`config.mk`:
```
export PLATFORM = sky130hd
export DESIGN_NAME = serial_pattern_tx
export DESIGN_NICKNAME = d
export VERILOG_FILES = /design/src/rtl/serial_pattern_tx_pkg.sv /design/src/rtl/piso_shift.sv /design/src/rtl/serial_pattern_tx.sv
export SDC_FILE = /design/constraint.sdc
export NUM_CORES = 1
export LEC_CHECK = 0
export ABC_AREA = 1
export BUFFER_PORTS_ARGS = -buffer_cell sky130_fd_sc_hd__buf_2
export CORE_MARGIN = 2
export CORE_UTILIZATION = 57
export DETAILED_ROUTE_END_ITERATION = 8
export PLACE_DENSITY_LB_ADDON = 0.05
export SLEW_MARGIN = 5
export SYNTH_ARGS = -nofsm -noshare
export SYNTH_HDL_FRONTEND = slang
export SYNTH_SLANG_ARGS = --single-unit
```
`constraint.sdc`:
```
create_clock -name clk -period 2.1 [get_ports clk]
set_input_delay 0.21 -clock clk [delete_from_list [all_inputs] [get_ports clk]]
set_output_delay 0.21 -clock clk [all_outputs]
set_load 0.1 [all_outputs]
```
`src/rtl/serial_pattern_tx_pkg.sv`:
```
// Shared state codes and counter sizing for serial_pattern_tx.
// TX_PARITY_EN in the top selects whether the PARITY code is reachable.
package serial_pattern_tx_pkg;

    typedef enum logic [1:0] {
        ST_IDLE   = 2'b00,
        ST_SHIFT  = 2'b01,
        ST_PARITY = 2'b10,
        ST_GAP    = 2'b11
    } tx_state_e;

    // Counter must hold the value n itself; never narrower than one bit.
    function automatic int tx_cnt_width(input int n);
        return (n < 1) ? 1 : $clog2(n + 1);
    endfunction

endpackage

```
`src/rtl/piso_shift.sv`:
```
// WIDTH-bit load/shift register presenting its MSB; shifts left, zero-filling.
// Latency: load/shift visible one edge later; no backpressure, enables only.
module piso_shift #(
    parameter int WIDTH = 8
) (
    input  logic             clk,
    input  logic             reset,
    input  logic             i_load,
    input  logic             i_shift,
    input  logic [WIDTH-1:0] i_data,
    output logic             o_msb
);

    logic [WIDTH-1:0] r_sreg;

    always_ff @(posedge clk or posedge reset) begin
        if (reset) begin
            r_sreg <= '0;
        end else if (i_load) begin
            r_sreg <= i_data;
        end else if (i_shift) begin
            r_sreg <= {r_sreg[WIDTH-2:0], 1'b0};
        end
    end

    assign o_msb = r_sreg[WIDTH-1];

endmodule

```
`src/rtl/serial_pattern_tx.sv`:
```
// Serialises a WIDTH-bit word MSB-first on w, optional even parity (TX_PARITY_EN), then GAP idle zeros.
// Latency: first bit on w the cycle after accept; ready only in IDLE, so valid waits out a whole frame.
module serial_pattern_tx
    import serial_pattern_tx_pkg::*;
#(
    parameter int WIDTH = 8,
    parameter int GAP   = 2
) (
    input  logic             clk,
    input  logic             reset,
    input  logic             valid,
    input  logic [WIDTH-1:0] data,
    output logic             ready,
    output logic             w,
    output logic             busy,
    output logic             done
);

    localparam int CNT_W = tx_cnt_width(WIDTH);
    localparam int GAP_W = tx_cnt_width(GAP);
    localparam logic [CNT_W-1:0] LAST_BIT = CNT_W'(WIDTH);
    localparam logic [GAP_W-1:0] LAST_GAP = GAP_W'(GAP);

    generate
        if (WIDTH < 2) begin : g_bad_width
            $error("serial_pattern_tx: WIDTH must be at least 2");
        end
        if (GAP < 1) begin : g_bad_gap
            $error("serial_pattern_tx: GAP must be at least 1");
        end
    endgenerate

    tx_state_e        r_state;
    tx_state_e        w_state_nxt;
    logic             r_w;
    logic             w_w_nxt;
    logic             r_done;
    logic             w_done_nxt;
    logic [CNT_W-1:0] r_bit_cnt;
    logic [CNT_W-1:0] w_bit_cnt_nxt;
    logic [GAP_W-1:0] r_gap_cnt;
    logic [GAP_W-1:0] w_gap_cnt_nxt;
    logic             w_load;
    logic             w_shift;
    logic             w_piso_msb;
`ifdef TX_PARITY_EN
    logic             r_par;
`endif

    // The MSB goes straight to w on accept, so the shifter only holds the bits still to send.
    piso_shift #(
        .WIDTH (WIDTH)
    ) u_piso (
        .clk     (clk),
        .reset   (reset),
        .i_load  (w_load),
        .i_shift (w_shift),
        .i_data  ({data[WIDTH-2:0], 1'b0}),
        .o_msb   (w_piso_msb)
    );

    always_comb begin
        w_state_nxt   = r_state;
        w_w_nxt       = 1'b0;
        w_done_nxt    = 1'b0;
        w_bit_cnt_nxt = r_bit_cnt;
        w_gap_cnt_nxt = r_gap_cnt;
        w_load        = 1'b0;
        w_shift       = 1'b0;
        case (r_state)
            ST_IDLE: begin
                if (valid) begin
                    w_load        = 1'b1;
                    w_w_nxt       = data[WIDTH-1];
                    w_bit_cnt_nxt = CNT_W'(1);
                    w_state_nxt   = ST_SHIFT;
                end
            end
            ST_SHIFT: begin
                if (r_bit_cnt != LAST_BIT) begin
                    w_w_nxt       = w_piso_msb;
                    w_shift       = 1'b1;
                    w_bit_cnt_nxt = r_bit_cnt + 1'b1;
                end else begin
`ifdef TX_PARITY_EN
                    w_w_nxt       = r_par;
                    w_state_nxt   = ST_PARITY;
`else
                    w_done_nxt    = 1'b1;
                    w_gap_cnt_nxt = GAP_W'(1);
                    w_state_nxt   = ST_GAP;
`endif
                end
            end
`ifdef TX_PARITY_EN
            ST_PARITY: begin
                w_done_nxt    = 1'b1;
                w_gap_cnt_nxt = GAP_W'(1);
                w_state_nxt   = ST_GAP;
            end
`endif
            ST_GAP: begin
                if (r_gap_cnt == LAST_GAP) begin
                    w_gap_cnt_nxt = '0;
                    w_state_nxt   = ST_IDLE;
                end else begin
                    w_gap_cnt_nxt = r_gap_cnt + 1'b1;
                end
            end
            default: begin
                w_state_nxt = ST_IDLE;
            end
        endcase
    end

    always_ff @(posedge clk or posedge reset) begin
        if (reset) begin
            r_state   <= ST_IDLE;
            r_w       <= 1'b0;
            r_done    <= 1'b0;
            r_bit_cnt <= '0;
            r_gap_cnt <= '0;
        end else begin
            r_state   <= w_state_nxt;
            r_w       <= w_w_nxt;
            r_done    <= w_done_nxt;
            r_bit_cnt <= w_bit_cnt_nxt;
            r_gap_cnt <= w_gap_cnt_nxt;
        end
    end

`ifdef TX_PARITY_EN
    always_ff @(posedge clk or posedge reset) begin
        if (reset) begin
            r_par <= 1'b0;
        end else if (w_load) begin
            r_par <= ^data;
        end
    end
`endif

    assign ready = (r_state == ST_IDLE);
    assign busy  = (r_state != ST_IDLE);
    assign w     = r_w;
    assign done  = r_done;

endmodule

```
# == Word-level counts from Yosys, hierarchy flattened ==
# Index checks and enable logic that the tools add are counted.
# totals
wordCells,45
in_bits,11
regBits,18
# classes
n_addsub,2
mux,21
eq_ne,8
reduce_logical,8
# op_table
operator,n
8-bit 2-to-1 mux,2
2-bit 2-to-1 mux,5
1-bit 2-to-1 mux,8
4-bit 2-to-1 mux,2
"2-bit inequality test, second input constant",4
4-bit one-hot mux with 2 select lines,1
2-bit nonzero test,4
2-bit one-hot mux with 3 select lines,1
3-bit AND reduction,2
"4-bit by 1-bit adder with 4-bit output, second input constant",1
"2-bit == test, second input constant",2
"4-bit inequality test, second input constant",1
2-bit one-hot mux with 2 select lines,1
"2-bit by 1-bit adder with 2-bit output, second input constant",1
"2-bit by 1-bit == test with 1-bit output, second input constant",1
2-bit logical NOT,1
1-bit one-hot mux with 2 select lines,1
2-bit AND reduction,1

# == Logic depth before layout (Yosys ltp) ==
# logic_depth
ltp_word,5
depth_mapped,7
mapped_depth_nobuf,7

# == Modules after synthesis ==
# A second synthesis with hierarchy kept.
# unflattened
cells_unflattened,113
hier_area_um2,919.6
# modules_own_cells
mod,area_per_inst_um2,instances,cells_each
serial_pattern_tx,539.3,1,69
piso_shift,380.4,1,44

# == Worst setup path after synthesis ==
# Ideal clock, no wire load.
# synth_timing
path_kind,reg-to-reg
start,register r_state[1]
end,register r_state[0]
period_less_slack_ns,2.054
path_slack_ns,0.046
path_buffers,0
setup_time_ns,0.130
arrival_time_ns,1.924
path_stages_with_launch,5
path_cell_list,dfrtp_1 > nor2_4 > inv_1 > nor2_1 > a21oi_1
# synth_via
elab_chain_cells,3
elab_cells_between_ends,8
classes_between,5 x eq/ne; 1 x mux; 2 x reduce/logical
# synth_rtl
item,line_no,text
from (decl),serial_pattern_tx.sv:33,tx_state_e r_state;
from (signal assigned),serial_pattern_tx.sv:124,r_state <= w_state_nxt;
2-bit logical NOT (*),-,
net ready,serial_pattern_tx.sv:13,"output logic ready,"
2-bit inequality test (no source line),-,
3-bit AND reduction (no source line),-,
# Mark *: on every way through the listed nets, which the timed path passes. The rest lies on a longest branch.
# A chain may end at the register's enable or synchronous reset.

# == Worst setup path in the final report ==
# layout_timing
start,register r_state[1]
end,output port ready
# layout_via
elab_chain_cells,1
# layout_rtl
item,line_no,text
2-bit logical NOT,serial_pattern_tx.sv:142,assign ready = (r_state == ST_IDLE);
to (decl),serial_pattern_tx.sv:13,
# Every way passes these cells.

==> metrics.cfg <==
[worst_setup_path]
worstSetupEndpointType = output pin
r2r-start = r_bit_cnt[0]$_DFFE_PP0P_
critical_path_arrival_ns = 1.47
worstSetupStartpointType = flop
timing.reg2reg.worst_path_depth = 7
crit_path_start = r_state[1]$_DFFE_PP0P_
worst_r2r_endpoint = u_piso.r_sreg[5]$_DFFE_PP0P_
worst_ep_required_time_ns = 1.89
crit_end = ready
path_class = reg -> out
ff2ff_setup_slack_ns = 0.69
worst-path-max-fanout = 9

[cts]
cts_sinks = 17
post-cts-setup-buffers = 0
cts.repair.resized = 0
numCtsBuffers = 3
clk_pin_slew_ns = 0.10
holdBufCountCts = 0
cts.root.buffer_cell = sky130_fd_sc_hd__clkbuf_4
cts_htree_levels = 1
tritoncts_clock_tree = yes
max-clock-path-buffers = 2
clock_latency_ns = 0.28

[place]
gpl.final_weighted_congestion = 0.859
place_inst = 147
numPortBuffers = 14
post-place-ws_ns = 0.696
hpwlAfterDp_mm = 1.20

[pwr]
cell_pwr_density_nw_per_um2 = 1500
peak_supply_drop_v = 0.00122
power.share.clock_pct = 11.1
net-switching-power_mw = 0.764
p_total_mw = 1.49
cellInternalPower_mw = 0.731
proportion_of_power_drawn_by_flip_flops_and_latches_pct = 36.8
netSwitchingFraction_pct = 51.1
power_frac_comb_pct = 52.0
p_leak_nw = 0.604

[final_layout]
number_of_diodes = 0
drive_gt1_share_pct = 17.8
finalNonFillerCells = 151
area_occupied_by_multi_input_gates_sq_um = 397
final_util_pct = 66.0
final_nets = 149
number_of_fill_cells = 133
layout.area.seq_sq_um = 425
area.growth.synth_to_final_pct = 9.81

[timing]
setup_total_negative_slack_ns = 0
max_freq_ghz = 0.594
drv_slew = 0
worst_slew_margin_relative_to_its_limit_pct = 56.2
timing.final.hold_violations = 0
setup_viol = 0
rsz0062_at_grt = no
period_needed_ns = 1.68
worstMarginPinSlew_ns = 0.656
clock-skew-final_ns = 0.00488
layout_worst_path_cycle_share_pct = 80.2
layout_setup_ws_ns = 0.416

[grt]
globalRoute.totalOverflow = 0
grt_pass1_vias = 683
grt_start_max_net_pins = 20
antenna_found_initial = 0
grt_use_total_pct = 20.3
first_pass_grt_wire_length_mm = 2.93

[floorplan]
io_pins = 15
floorplan.core_area_sq_um = 1510
die_area_sq_um = 1920
initial_core_util_pct = 60.1
die_height_microns = 43.9
rows = 14
die_width_microns = 43.9

[hold_path]
worst_hold_path_type = in -> async

[run]
drv.max_cap_violation_count = 0

[drt]
post-route-drc-count = 0
via_count = 779
routed_wire_length_per_instance_microns = 10.7
route.antenna.remaining_nets = 0
first_iter_violations = 22
wl_mm = 1.62
route.detailed.vias_per_inst = 5.16
detailedRoute.firstPassIterationCount = 4

[logic_synthesis]
count_of_synthesis_stage_warnings_from_yosys = 0
syn_area_per_cell_sq_um = 7.55
mappedNetlistArea_sq_um = 906
netlist-cell-type-count = 16
gate_count_post_synth = 120
synth_seq_area_share_pct = 47.0
mappedNetlistNets = 133
postSynthRegisterBits = 17

[status]
outcome = finished, final reports clean

==> cell families (layout without fill, tap and decap cells) <==
kind of cell | Yosys count | in the layout | synth area share (%)
AOI/OAI and AO/OA | 3 | 3 | 1.93
adders and majority gates | 2 | 2 | 2.76
buffers and inverters | 18 | 33 | 9.25
DFF | 17 | 17 | 47.0
and+or+nand+nor | 80 | 80 | 39.1
==> synth_stat cells, drive strengths merged <==
master  instances  area, sq um
a21oi           1         5.00
o21ai           1         5.00
nand4           1         6.26
nor2            6         30.0
buf             3         27.5
nand2          50          203
inv            15         56.3
ha              2         25.0
o211ai          1         7.51
dfrtp          17          425
nand3          23          115
==> placed cells by master (no fill, tap or decap) <==
cell type	n
sky130_fd_sc_hd__nor2_1	5
sky130_fd_sc_hd__clkbuf_1	1
sky130_fd_sc_hd__dfrtp_1	17
sky130_fd_sc_hd__o21ai_0	1
sky130_fd_sc_hd__inv_1	13
sky130_fd_sc_hd__o211ai_1	1
sky130_fd_sc_hd__nand3_1	23
sky130_fd_sc_hd__clkbuf_4	3
sky130_fd_sc_hd__nand2_2	3
sky130_fd_sc_hd__nand2_4	1
sky130_fd_sc_hd__nand2_1	46
sky130_fd_sc_hd__a21oi_1	1
sky130_fd_sc_hd__inv_2	2
sky130_fd_sc_hd__nor2_4	1
sky130_fd_sc_hd__ha_1	2
sky130_fd_sc_hd__nand4_1	1
sky130_fd_sc_hd__buf_2	14
==> flip-flops by register name, summed over array words and instances (netlist names) <==
register / cells
done: 1
r_bit_cnt: 4
r_gap_cnt: 2
r_state: 2
u_piso.r_sreg: 7
w: 1
==> how the worst min path moves through the flow <==
stage                     startpoint                           end  depth (start not counted)
after floorplan                reset                done$_DFF_PP0_                          1
after global placement         reset      r_gap_cnt[1]$_DFFE_PP0P_                          2
after detailed placement       reset      r_bit_cnt[1]$_DFFE_PP0P_                          2
after CTS                      reset  u_piso.r_sreg[2]$_DFFE_PP0P_                          2
after global routing           reset                done$_DFF_PP0_                          2
final                          reset  u_piso.r_sreg[2]$_DFFE_PP0P_                          2
==> power groups by stage <==
| stage | combinational [mW] | sequential, mW | clock [mW] |
|---|---|---|---|
| after floorplan | 0.619 | 0.601 | 0 |
| after global placement | 0.763 | 0.553 | 0 |
| after detailed placement | 0.784 | 0.556 | 0 |
| after CTS | 0.785 | 0.550 | 0.173 |
| after global routing | 0.888 | 0.568 | 0.186 |
| final | 0.778 | 0.550 | 0.166 |
==> per-layer routing <==
metal | part of all wire, % | global-route usage, % | vias to the layer above
met1 | 47 | 29.0 | 357
met5 | 0 | 0 | -
li1 | - | - | 408
met3 | 3.4 | 2.92 | 2
met4 | 0.62 | 8.48 | 0
met2 | 49 | 30.9 | 12
==> layout make-up <==
| cell class | count | area share, % |
|---|---|---|
| Sequential cell | 17 | 42.8 |
| Multi-Input combinational cell | 85 | 39.9 |
| Timing Repair Buffer | 14 | 7.04 |
| Inverter | 15 | 5.66 |
| Clock buffer | 4 | 2.64 |
| Tap cell | 16 | 2.01 |
==> stage by stage <==
stage	hold WS, ns	area, sq um
after detailed placement	0.336	968
after global placement	0.329	968
after CTS	0.0289	995
after floorplan	0.136	906
final	0.00742	995
after global routing	0.0781	995
==> critical path, stage by stage, from the launching register on <==
cell and delay (ns):
sky130_fd_sc_hd__dfrtp_1 0.45, sky130_fd_sc_hd__nor2_4 0.27, sky130_fd_sc_hd__buf_2 0.48
(Power assumes the default switching activity.)
